### config.mk
export PLATFORM = sky130hd
export DESIGN_NAME = spi_adc_reader
export DESIGN_NICKNAME = d
export VERILOG_FILES = /design/src/rtl/adc_spi_pkg.sv /design/src/rtl/adc_sample_timer.sv /design/src/rtl/spi_adc_reader.sv
export SDC_FILE = /design/constraint.sdc
export NUM_CORES = 1
export LEC_CHECK = 0
export CORE_MARGIN = 2
export CORE_UTILIZATION = 57
export DETAILED_ROUTE_END_ITERATION = 12
export PLACE_DENSITY = 0.9
export SETUP_SLACK_MARGIN = 0.15
export SLEW_MARGIN = 5
export SYNTH_ARGS = -nofsm -noshare
export SYNTH_HDL_FRONTEND = slang
export SYNTH_SLANG_ARGS = --single-unit
### constraint.sdc
create_clock -name sysclk -period 2 [get_ports sysclk]
set_input_delay 0.4 -clock sysclk [delete_from_list [all_inputs] [get_ports sysclk]]
set_output_delay 0.4 -clock sysclk [all_outputs]
set_load 0.05 [all_outputs]
### src/rtl/adc_spi_pkg.sv
// adc_spi_pkg: shared frame layout, data width and FSM encoding for the MCP3002 SPI reader.
package adc_spi_pkg;

    localparam int FRAME_BITS     = 16;
    localparam int START_IDX      = 1;
    localparam int SGL_IDX        = 2;
    localparam int CH_IDX         = 3;
    localparam int MSBF_IDX       = 4;
    localparam int NULL_IDX       = 5;
    localparam int FIRST_DATA_IDX = 6;
    localparam int DATA_W         = 10;

    typedef enum logic [2:0] {IDLE, SETUP, SHIFT, HOLD, DONE} state_e;

    // MOSI word indexed by SCK period: bit k is presented for rising edge k.
    function automatic logic [FRAME_BITS-1:0] cmd_frame(input logic ch);
        logic [FRAME_BITS-1:0] f;
        f           = '0;
        f[START_IDX] = 1'b1;
        f[SGL_IDX]   = 1'b1;
        f[CH_IDX]    = ch;
        f[MSBF_IDX]  = 1'b1;
        return f;
    endfunction

endpackage

### src/rtl/adc_sample_timer.sv
// adc_sample_timer: free-running conversion-rate timer, one registered tick every SAMPLE_PERIOD cycles while enabled.
module adc_sample_timer #(
    parameter int SAMPLE_PERIOD = 5000
) (
    input  logic sysclk,
    input  logic rst_n,
    input  logic enable,
    output logic tick
);

    localparam int CW = $clog2(SAMPLE_PERIOD);

    logic [CW-1:0] cnt_q, cnt_d;
    logic          tick_q, wrap;

    assign wrap  = cnt_q == CW'(SAMPLE_PERIOD - 1);
    assign cnt_d = (!enable || wrap) ? '0 : cnt_q + CW'(1);
    assign tick  = tick_q;

    always_ff @(posedge sysclk or negedge rst_n) begin
        if (!rst_n) begin
            cnt_q  <= '0;
            tick_q <= 1'b0;
        end else begin
            cnt_q  <= cnt_d;
            tick_q <= enable && wrap;
        end
    end

endmodule

### src/rtl/spi_adc_reader.sv
// spi_adc_reader: periodic SPI mode-0 master for an MCP3002-style 10-bit ADC,
// presenting each completed sample on data_out with a data_valid level.
module spi_adc_reader
    import adc_spi_pkg::*;
#(
    parameter int CLK_DIV       = 25,
    parameter int SAMPLE_PERIOD = 5000,
    parameter int CHANNEL       = 0
) (
    input  logic              sysclk,
    input  logic              rst_n,
    input  logic              enable,
    input  logic              adc_miso,
    output logic              adc_cs_n,
    output logic              adc_sck,
    output logic              adc_mosi,
    output logic [DATA_W-1:0] data_out,
    output logic              data_valid,
    output logic              busy
);

    localparam int                    DIV_W    = $clog2(CLK_DIV + 1);
    localparam logic [DIV_W-1:0]      DIV_LAST = DIV_W'(CLK_DIV - 1);
    localparam logic [3:0]            BIT_LAST = 4'(FRAME_BITS - 1);
    localparam logic [3:0]            DATA_LO  = 4'(FIRST_DATA_IDX);
    localparam logic [FRAME_BITS-1:0] CMD      = cmd_frame(1'(CHANNEL));

    if (CLK_DIV < 1 || SAMPLE_PERIOD <= 33 * CLK_DIV + 2 || CHANNEL < 0 || CHANNEL > 1) begin : g_param_check
        $error("spi_adc_reader: invalid CLK_DIV/SAMPLE_PERIOD/CHANNEL");
    end

    state_e            state_q, state_d;
    logic [DIV_W-1:0]  div_q, div_d;
    logic [3:0]        bit_q, bit_d;
    logic [DATA_W-1:0] sr_q, sr_d, dout_q, dout_d;
    logic              cs_n_q, cs_n_d, sck_q, sck_d, mosi_q, mosi_d;
    logic              dv_q, dv_d, busy_q, busy_d;
    logic              tick, last;

    adc_sample_timer #(.SAMPLE_PERIOD(SAMPLE_PERIOD)) u_timer (
        .sysclk (sysclk),
        .rst_n  (rst_n),
        .enable (enable),
        .tick   (tick)
    );

    assign last = div_q == DIV_LAST;

    always_ff @(posedge sysclk or negedge rst_n) begin
        if (!rst_n) begin
            state_q <= IDLE;
            div_q   <= '0;
            bit_q   <= '0;
            sr_q    <= '0;
            dout_q  <= '0;
            cs_n_q  <= 1'b1;
            sck_q   <= 1'b0;
            mosi_q  <= 1'b0;
            dv_q    <= 1'b0;
            busy_q  <= 1'b0;
        end else begin
            state_q <= state_d;
            div_q   <= div_d;
            bit_q   <= bit_d;
            sr_q    <= sr_d;
            dout_q  <= dout_d;
            cs_n_q  <= cs_n_d;
            sck_q   <= sck_d;
            mosi_q  <= mosi_d;
            dv_q    <= dv_d;
            busy_q  <= busy_d;
        end
    end

    always_comb begin
        state_d = state_q;
        div_d   = (state_q inside {SETUP, SHIFT, HOLD} && !last) ? div_q + DIV_W'(1) : '0;
        bit_d   = bit_q;
        sr_d    = sr_q;
        dout_d  = dout_q;
        cs_n_d  = cs_n_q;
        sck_d   = sck_q;
        mosi_d  = mosi_q;
        dv_d    = dv_q;
        busy_d  = busy_q;
        case (state_q)
            IDLE: if (tick && enable) begin
                state_d = SETUP;
                bit_d   = '0;
                cs_n_d  = 1'b0;
                dv_d    = 1'b0;
                busy_d  = 1'b1;
                mosi_d  = CMD[0];
            end
            SETUP: if (last) begin
                state_d = SHIFT;
                sck_d   = 1'b1;
            end
            SHIFT: if (last) begin
                sck_d = !sck_q;
                // End of the high half: capture MISO, then the falling edge advances MOSI.
                if (sck_q) begin
                    if (bit_q >= DATA_LO)
                        sr_d = {sr_q[DATA_W-2:0], adc_miso};
                    if (bit_q == BIT_LAST) begin
                        state_d = HOLD;
                        mosi_d  = 1'b0;
                    end else begin
                        bit_d  = bit_q + 4'd1;
                        mosi_d = CMD[bit_q + 4'd1];
                    end
                end
            end
            HOLD: if (last) begin
                state_d = DONE;
                cs_n_d  = 1'b1;
                dout_d  = sr_q;
                dv_d    = 1'b1;
                busy_d  = 1'b0;
            end
            DONE:    state_d = IDLE;
            default: state_d = IDLE;
        endcase
    end

    assign adc_cs_n   = cs_n_q;
    assign adc_sck    = sck_q;
    assign adc_mosi   = mosi_q;
    assign data_out   = dout_q;
    assign data_valid = dv_q;
    assign busy       = busy_q;

endmodule

==> impl_metrics.toml <==
[synth]
synth_top_area_cell = "dfrtp_1"
netlist_area_mm2 = 0.00226
synth.distinct_cells = 35
yosys_most_used_dff = "dfrtp_1"
ys_warn_count = 0
yosysMostFrequentCell = "dfrtp_1"
async_flop_share = 1.00
synth_edf_count = 0
synth.ff_latch_count = 51
synth_area_per_cell_um2 = 10.4
ys_seq_area_frac = 0.566
syn-num-nets = 227
synth.top_cell.area_share = 0.555
synthTopCellsByArea = "dfrtp_1 55%, nand2_1 7.2%, mux2_2 5.0%"
syn_inst = 217
ys_top_cells_by_count = "50 x dfrtp_1, 43 x nand2_1, 25 x nor2_1, 11 x nand3_1, 11 x xnor2_1"

[finish]
final_nets = 255
stdcell_count = 294
antennaDiodeCount = 0
area_delta_synth_final_pct = 16.8
fill_cells = 296
drive_above_1_share = 0.134

[drt]
viasPerCell = 5.33
vias = 1568
ant_nets = 0
routed_wl_um = 4000
drtIter0Drc = 82
dr.pass1.iters = 4
route.detailed.drc = 0
wl_per_cell_um = 13.6

[floorplan]
start_util = 0.603
die_w_um = 66.9
die-height_um = 66.9
pin_count = 19
core_region_area_mm2 = 0.00374
row_count = 22
dieArea_mm2 = 0.00448

[sta]
final-hold-violation-count = 0
fin_crit_sh = 0.861
rsz0062_at_grt = "true"
min_period_ps = 1720
fmax_ghz = 0.581
slew_violations = 0
maxSlewHeadroom = 0.605
finalSetupViolCount = 0
tightest_slew_ps = 586
setup_tns_ps = 0
clock_skew_ps = 9.47
setup_ws_ps = 279

[global_route]
antenna_found_initial = 0
grt_pass1_wl_um = 6880
grt_max_degree = 33
overflow = 0
first_global_vias = 1577
track_usage = 0.213

[worst_setup_path]
required_ps = 2190
path_cells = "inv_1, ha_1, o21a_1, o21bai_1, buf_6, mux2_2"
worstPathMaxFanout = 10
cp_slowest_cell = "dfrtp_1"
cp-start-kind = "flop"
endpoint_kind = "flop"
critPathArrivalTime_ps = 1910
crit_type = "reg -> reg"
critical_path.max_stage_delay_ps = 490

[clocking]
cts.clk_slew.worst_paths_ps = 90
numCtsBuffers = 5
cts_root_buf = "clkbuf_8"
worstSkewPairLatency_ps = 300
cts.sinks = 51
cts_tree = "yes"
htreeDepth = 2
holdBufCountCts = 0
cts_max_path_buffers = 2

[power]
power_w = 0.00173
p_per_area_mw_per_mm2 = 658
power.leakage_nw = 1.33
max-vdd-ir-drop_uv = 384

[place]
dpl.hpwl_um = 2820
post-place-ws_ps = 186
placed_cells = 284
io_buffers = 18
gp_congestion = 0.823

[worst_hold_path]
hold_class = "in -> async"

[status]
outcome = "finished, final reports clean"

[job]
drv_cap = 0
[layout make-up]
type / instances / area, um2 / area share
Clock buffer: 7 / 86.3 / 0.0328
Clock inverter: 1 / 8.76 / 0.00333
Inverter: 8 / 30.0 / 0.0114
Multi-Input combinational cell: 153 / 940 / 0.357
Sequential cell: 51 / 1280 / 0.485
Tap cell: 48 / 60.1 / 0.0228
Timing Repair Buffer: 26 / 231 / 0.0879
[worst paths after layout]
check                                              from                      end  slack [ps]  depth (start not counted)
min in group sysclk             data_out[4]$_DFFE_PN0P_  data_out[4]$_DFFE_PN0P_         480                          2
worst max register to register     bit_q[0]$_DFFE_PN0P_      sr_q[4]$_DFFE_PN0P_         280                          6
worst min register to register  data_out[4]$_DFFE_PN0P_  data_out[4]$_DFFE_PN0P_         480                          2
worst max-delay path               bit_q[0]$_DFFE_PN0P_      sr_q[4]$_DFFE_PN0P_         280                          6
worst min-delay path                              rst_n       div_q[4]$_DFF_PN0_          40                          1
max in group asynchronous                         rst_n       div_q[0]$_DFF_PN0_        1440                          2
[worst max-delay path: cells and delay by family, from the launching register on]
| family | cells | cell delay [ps] |
|---|---|---|
| AO/OA/AOI/OAI | 2 | 330 |
| adder cells (fa/ha/maj) | 1 | 200 |
| buffers and inverters | 2 | 250 |
| flip-flops | 1 | 490 |
| multiplexers | 1 | 340 |
[cells in the final DEF (no fill, tap or decap), types with 2 or more instances in the layout]
cell type and n:
nor2_1 25, o21ai_0 4, nor3_1 5, o21a_1 2, mux2_2 10, clkdlybuf4s50_1 2
nand3_1 11, a31o_2 2, inv_1 8, buf_4 7, xor2_1 7, clkbuf_8 6
xnor2_1 11, a21oi_1 4, nand2b_1 3, nand4_1 4, and3_1 2, dlygate4sd2_1 14
ha_1 6, nand2_1 43, dfrtp_1 50
[logic make-up after synthesis]
group	count (synthesis)	synth area share
and+or+nand+nor	103	0.211
DFF	51	0.566
xor gates and xnor gates	18	0.0699
AOI/OAI and AO/OA	16	0.0466
buffers and inverters	13	0.0233
muxes	10	0.0499
adders and majority gates	6	0.0333
[where the power goes]
| part | leakage, nW | switching (W) | total [W] | internal [W] |
|---|---|---|---|---|
| clock | 0.0484 | 0.000311 | 0.000594 | 0.000283 |
| sequential | 0.682 | 0.0000153 | 0.00106 | 0.00104 |
| combinational | 0.596 | 0.0000504 | 0.0000816 | 0.0000311 |
| total | 1.33 | 0.000376 | 0.00173 | 0.00136 |
[state kept, by name, indices dropped and copies added (netlist names)]
name,cells
u_timer.cnt_q,13
data_out,10
sr_q,10
div_q,5
bit_q,4
state_q,3
adc_cs_n,1
adc_mosi,1
adc_sck,1
busy,1
data_valid,1
u_timer.tick,1
[layer usage]
metal / vias up / GRT usage / part of all wire
met1: 755 / 0.253 / 0.44
met3: 8 / 0.0372 / 0.030
met2: 28 / 0.359 / 0.51
li1: 777 / - / -
met5: - / 0 / 0
met4: 0 / 0.130 / 0.023
[stage by stage]
step	cell area, um2	util	hold slack [ps]
after floorplan	2260	-	104
after global placement	2520	0.674	373
after detailed placement	2520	0.674	386
after CTS	2600	0.695	48.1
after global routing	2630	0.704	60.4
final	2630	0.704	36.5
[repair_timing]
| action | in CTS | in global routing |
|---|---|---|
| pin swaps | 0 | 1 |
| setup buffers | 0 | 2 |
| resized for setup | 14 | 3 |
| endpoints found under the setup margin | 14 | 33 |
No activity file was read; power rests on OpenSTA's default activity.
